[src/rtl/instruction_fetch_unit.sv]
// Fetch stage: issues instruction memory reads, absorbs the 1-cycle read latency,
// buffers words in a prefetch queue and supports redirect/flush. HALT detection: IFU_HALT_DETECT_EN.
module instruction_fetch_unit #(
    parameter int word_size   = 32,
    parameter int addr_width  = 6,
    parameter int queue_depth = 4,
    parameter int reset_pc    = 0
) (
    input  logic                          clk,
    input  logic                          rst,
    output logic [addr_width-1:0]         imem_addr,
    output logic                          imem_en,
    input  logic [word_size-1:0]          imem_rdata,
    output logic                          inst_valid,
    output logic [word_size-1:0]          inst_data,
    output logic [addr_width-1:0]         inst_pc,
    input  logic                          inst_ready,
    input  logic                          redirect_valid,
    input  logic [addr_width-1:0]         redirect_pc,
    output logic [$clog2(queue_depth):0]  q_count,
    output logic                          halted
);

    localparam int ptr_w = $clog2(queue_depth);
    localparam int cnt_w = ptr_w + 1;
    localparam logic [addr_width-1:0] reset_addr = addr_width'(reset_pc);
    localparam logic [cnt_w-1:0]      full_count = cnt_w'(queue_depth);

    logic [addr_width-1:0] fetch_pc;
    logic [addr_width-1:0] inflight_pc;
    logic                  inflight;
    logic                  halted_q;
    logic [ptr_w-1:0]      rd_ptr;
    logic [ptr_w-1:0]      wr_ptr;
    logic [cnt_w-1:0]      count;
    logic [cnt_w-1:0]      occupancy;
    logic                  push;
    logic                  pop;
    logic                  halt_word;

    logic [word_size-1:0]  q_data [queue_depth];
    logic [addr_width-1:0] q_pc   [queue_depth];

`ifdef IFU_HALT_DETECT_EN
    assign halt_word = (imem_rdata[word_size-1 -: 5] == 5'h1f);
`else
    assign halt_word = 1'b0;
`endif

    // Slots already promised to an in-flight read count as occupied, so a push never
    // finds the queue full.
    assign occupancy = count + cnt_w'(inflight);
    assign imem_en   = rst && !redirect_valid && !halted_q && (occupancy < full_count);
    assign imem_addr = fetch_pc;

    // Decode handshake: the head transfers on a cycle where inst_valid && inst_ready are
    // both high; while inst_valid && !inst_ready the head word and pc stay unchanged.
    // A redirect in the same cycle overrides both the pop and any arriving response.
    assign push = inflight && !redirect_valid && !halted_q;
    assign pop  = inst_valid && inst_ready && !redirect_valid;

    assign inst_valid = (count != '0);
    assign inst_data  = inst_valid ? q_data[rd_ptr] : '0;
    assign inst_pc    = inst_valid ? q_pc[rd_ptr] : '0;
    assign q_count    = count;
    assign halted     = halted_q;

    always_ff @(posedge clk or negedge rst) begin
        if (!rst) begin
            fetch_pc    <= reset_addr;
            inflight_pc <= '0;
            inflight    <= 1'b0;
            halted_q    <= 1'b0;
            rd_ptr      <= '0;
            wr_ptr      <= '0;
            count       <= '0;
        end else if (redirect_valid) begin
            fetch_pc <= redirect_pc;
            inflight <= 1'b0;
            halted_q <= 1'b0;
            rd_ptr   <= '0;
            wr_ptr   <= '0;
            count    <= '0;
        end else begin
            inflight <= imem_en;
            if (imem_en) begin
                fetch_pc    <= fetch_pc + addr_width'(1);
                inflight_pc <= fetch_pc;
            end
            if (push) begin
                wr_ptr <= wr_ptr + ptr_w'(1);
                if (halt_word) halted_q <= 1'b1;
            end
            if (pop) rd_ptr <= rd_ptr + ptr_w'(1);
            count <= count + cnt_w'(push) - cnt_w'(pop);
        end
    end

    // Payload storage needs no reset: entries are only visible once counted.
    always_ff @(posedge clk) begin
        if (push) begin
            q_data[wr_ptr] <= imem_rdata;
            q_pc[wr_ptr]   <= inflight_pc;
        end
    end

endmodule

[config.mk]
export PLATFORM = sky130hd
export DESIGN_NAME = instruction_fetch_unit
export DESIGN_NICKNAME = d
export VERILOG_FILES = /design/src/rtl/instruction_fetch_unit.sv
export SDC_FILE = /design/constraint.sdc
export NUM_CORES = 1
export LEC_CHECK = 0
export ABC_CLOCK_PERIOD_IN_PS = 3550
export CORE_ASPECT_RATIO = 0.75
export CORE_MARGIN = 10
export CORE_UTILIZATION = 30
export DETAILED_ROUTE_END_ITERATION = 7
export GPL_ROUTABILITY_DRIVEN = 0
export GPL_TIMING_DRIVEN = 0
export PLACE_DENSITY_LB_ADDON = 0.12
export SYNTH_ARGS = -nofsm -noshare
export SYNTH_HDL_FRONTEND = slang
export SYNTH_SLANG_ARGS = --single-unit
[constraint.sdc]
create_clock -name clk -period 3.55 [get_ports clk]
set_clock_uncertainty 0.2 [all_clocks]
set_input_delay 0.355 -clock clk [delete_from_list [all_inputs] [get_ports clk]]
set_output_delay 0.355 -clock clk [all_outputs]
set_load 0.01 [all_outputs]
==> flow_summary_export.csv <==
group,metric,value,unit
sta,relSlewSlack,0.2053,
final_layout,layout-drive-gt1-share,0.1962,
clocking,clkLatencyLatePin,0.42,ns
sta,post-route-min-period,3.314,ns
outcome,status,"completed",
placement,placed_cells,731,
worst_hold_path,hp-start,"redirect_valid",
yosys,seq_area_frac_synth,0.7440,
routing,wl_per_cell,19.39,um
routing,route.antenna.remaining_nets,0,
die,core_area,22170,um^2
die,fp.dieH,150.5,um
clocking,hold_buffers,0,
final_layout,antennaDiodeCount,0,
setup_path,slowest_stage,"clkdlybuf4s50_1",
setup_path,critPathLaunchType,"primary input",
clocking,cts-resized-gates,0,
clocking,cts_tree,"built",
clocking,clk_path_buf_depth,2,
yosys,netlist_instances,344,
die,start_util,0.3071,
final_layout,fill_cells,2033,
routing,viasPerCell,4.482,
sta,rsz0062_at_grt,"false",
setup_path,cp_top_family,"buffers and inverters",
final_layout,final_common_cell,"edfxtp_1",
sta,fin_setup_tns,0,ns
setup_path,crit_fanout,26,
routing,vias,3420,
die,dieArea,29180,um^2
placement,portBuffers,89,
die,ios,92,
global_routing,antenna_found_initial,1,
placement,hpwl,9608,um
global_routing,grt_pass1_wl,22770,um
global_routing,grt_pass1_vias,3876,
clocking,cts_buffers,17,
run,maxCapViolCount,0,
global_routing,grt_usage,0.1038,
clocking,clock_sinks,172,
sta,post-route-period-util,0.9334,
clocking,path_clk_slew,0.06,ns
setup_path,cp_cell_sequence,"clkdlybuf4s50_1 -> nand3_2 -> inv_1 -> clkdlybuf4s50_1",
final_layout,postLayoutCoreUtil,0.3965,
yosys,synth.net_count,394,
setup_path,end_kind,"output pin",
final_layout,area_growth,29.11,%
setup_path,cp.arrival,2.76,ns
final_layout,fin_cells,763,
setup_path,critPathBufInv,3,
clocking,root_buffer,"clkbuf_16",
sta,holdWs,0.1312,ns
sta,tightestPinTransition,1.188,ns
yosys,synth.cell_area,6808,um^2
sta,fmax,301.8,MHz
global_routing,grt_overflow,0,
setup_path,crit_type,"primary input to output pin",
routing,drt_wl_total,14800,um
setup_path,timing.rr.start,"q_count[1]$_DFF_PN0_",
worst_hold_path,holdCritPathClass,"primary input to flip-flop",
die,die_x,193.9,um
routing,detail_route.first_pass.iterations,5,
pwr,p_leak,2.902,nW
setup_path,critical-path-max-stage-delay,1.26,ns
routing,drt_iter0_drc,151,
clocking,cts_setup_buffers,0,
yosys,yosys.cell_types.count,34,
setup_path,cp_common_cell,"clkdlybuf4s50_1",
yosys,synth_seq_cells,172,
setup_path,crit_start,"rst",
final_layout,final_cell_mix,"edfxtp_1, clkdlybuf4s50_1, mux4_2, and2_1",
final_layout,multi_input_area,1624,um^2
final_layout,nNetsFinal,506,
sta,setup_viol,0,
sta,finalMaxSlewViolations,0,
clocking,cts.htree.levels,4,
die,rows,47,
pwr,vdd_drop_max,301.8,uV
routing,drc_errors,0,
pwr,p_per_area,683.2,nW/um^2
setup_path,crit_required,2.99,ns
global_routing,grt_max_degree,27,
sta,hold_viol_final,0,
yosys,yosys_warnings,0,
yosys,syn_avg_cell_area,19.79,um^2
final_layout,seq_area,5065,um^2
-- worst reg2reg max path, delay by kind of cell, from the launching register on --
kind / cells / cell delay, ns
and+or+nand+nor: 4 / 0.82
adders and majority gates: 3 / 0.80
DFF: 1 / 0.44
buffers and inverters: 3 / 0.41
xor gates and xnor gates: 1 / 0.16
-- sequential cells by signal, indices dropped and copies added, names as in the netlist --
| name | flops |
|---|---|
| q_count | 3 |
| rd_ptr | 2 |
| wr_ptr | 2 |
| imem_addr | 6 |
| q_data | 128 |
| q_pc | 24 |
| inflight_pc | 6 |
| inflight | 1 |
-- Yosys cell counts --
| cell type | number | area (um^2) |
|---|---|---|
| fa_1 | 1 | 20.02 |
| buf_6 | 1 | 11.26 |
| ha_1 | 7 | 87.58 |
| a22oi_1 | 1 | 7.510 |
| nand3b_1 | 1 | 7.510 |
| edfxtp_1 | 152 | 4564 |
| a31oi_1 | 3 | 18.77 |
| mux2_2 | 6 | 67.56 |
| and3_4 | 1 | 11.26 |
| xor2_2 | 1 | 16.27 |
| a2bb2oi_1 | 1 | 8.760 |
| nor2_1 | 9 | 33.78 |
| or3_1 | 4 | 25.02 |
| buf_4 | 4 | 30.03 |
| nand2_1 | 5 | 18.77 |
| dfrtp_1 | 20 | 500.5 |
| or4_1 | 2 | 15.01 |
| nor2b_1 | 3 | 18.77 |
| nand3_1 | 3 | 15.01 |
| inv_1 | 8 | 30.03 |
| nand4_1 | 2 | 12.51 |
| buf_2 | 3 | 15.01 |
| and2_1 | 42 | 262.8 |
| mux2i_1 | 1 | 10.01 |
| conb_1 | 1 | 3.750 |
| nand3_2 | 1 | 10.01 |
| o211ai_1 | 2 | 15.01 |
| xnor2_1 | 3 | 26.28 |
| xor2_1 | 3 | 26.28 |
| o21ai_0 | 4 | 20.02 |
| clkinv_1 | 1 | 3.750 |
| nor3_1 | 1 | 5.000 |
| mux4_2 | 38 | 855.8 |
| clkbuf_1 | 9 | 33.78 |
-- final timing paths --
kind / to / slack [ns] / cells after the start
setup / recovery: imem_en / 0.24 / 4
setup reg to reg: q_count[2]$_DFF_PN0_ / 0.60 / 11
max in group asynchronous: q_count[0]$_DFF_PN0_ / 2.07 / 1
hold / removal: q_count[0]$_DFF_PN0_ / 0.13 / 2
min in group asynchronous: imem_addr[2]$_DFFE_PN0P_ / 0.36 / 1
hold reg to reg: q_pc[3][0]$_DFFE_PP_ / 0.32 / 0
-- metrics by stage --
stage	setup WS [ns]	instance area [um^2]	power (mW)
6_report	0.2365	8790	6.005
5_1_grt	0.001159	8790	6.322
4_1_cts	0.1387	8790	6.121
3_5_place_dp	0.1319	8152	4.146
2_1_floorplan	0.9480	6808	3.333
3_3_place_gp	0.1812	8066	4.138
-- area by class of cell --
| class | instances | area share |
|---|---|---|
| timing repair buffer | 93 | 0.1105 |
| sequential | 172 | 0.5762 |
| inverter | 9 | 0.003843 |
| buffer | 17 | 0.01025 |
| tap | 294 | 0.04185 |
| multi-input combinational | 146 | 0.1848 |
| clock inverter | 7 | 0.01125 |
| clock buffer | 25 | 0.06135 |
-- kinds of logic after synthesis --
kind of cell,share of synthesized area
fa+ha+maj,0.01581
other cells,0.0005508
compound gates,0.01029
mux,0.1371
flops,0.7440
simple gates,0.06396
buf+inv,0.01819
xor+xnor,0.01011
-- power by group --
group          internal, mW  leakage (nW)  switching (mW)  total, mW
registers              2.35          1.62          0.0902       2.44
logic                 0.878         0.974           0.725       1.60
clock network          1.21         0.309           0.752       1.96
total                  4.44          2.90            1.57       6.01
-- routing by layer --
| metal | share of wire | global-route usage | up-vias | wire length, um |
|---|---|---|---|---|
| li1 | - | - | 1566 | - |
| met1 | 0.46 | 0.1326 | 1771 | 6844 |
| met2 | 0.48 | 0.1631 | 70 | 7060 |
| met3 | 0.051 | 0.03311 | 11 | 751 |
| met4 | 0.0081 | 0.03799 | 2 | 120 |
| met5 | 0.0012 | 0 | - | 18 |
(Power assumes the default switching activity.)
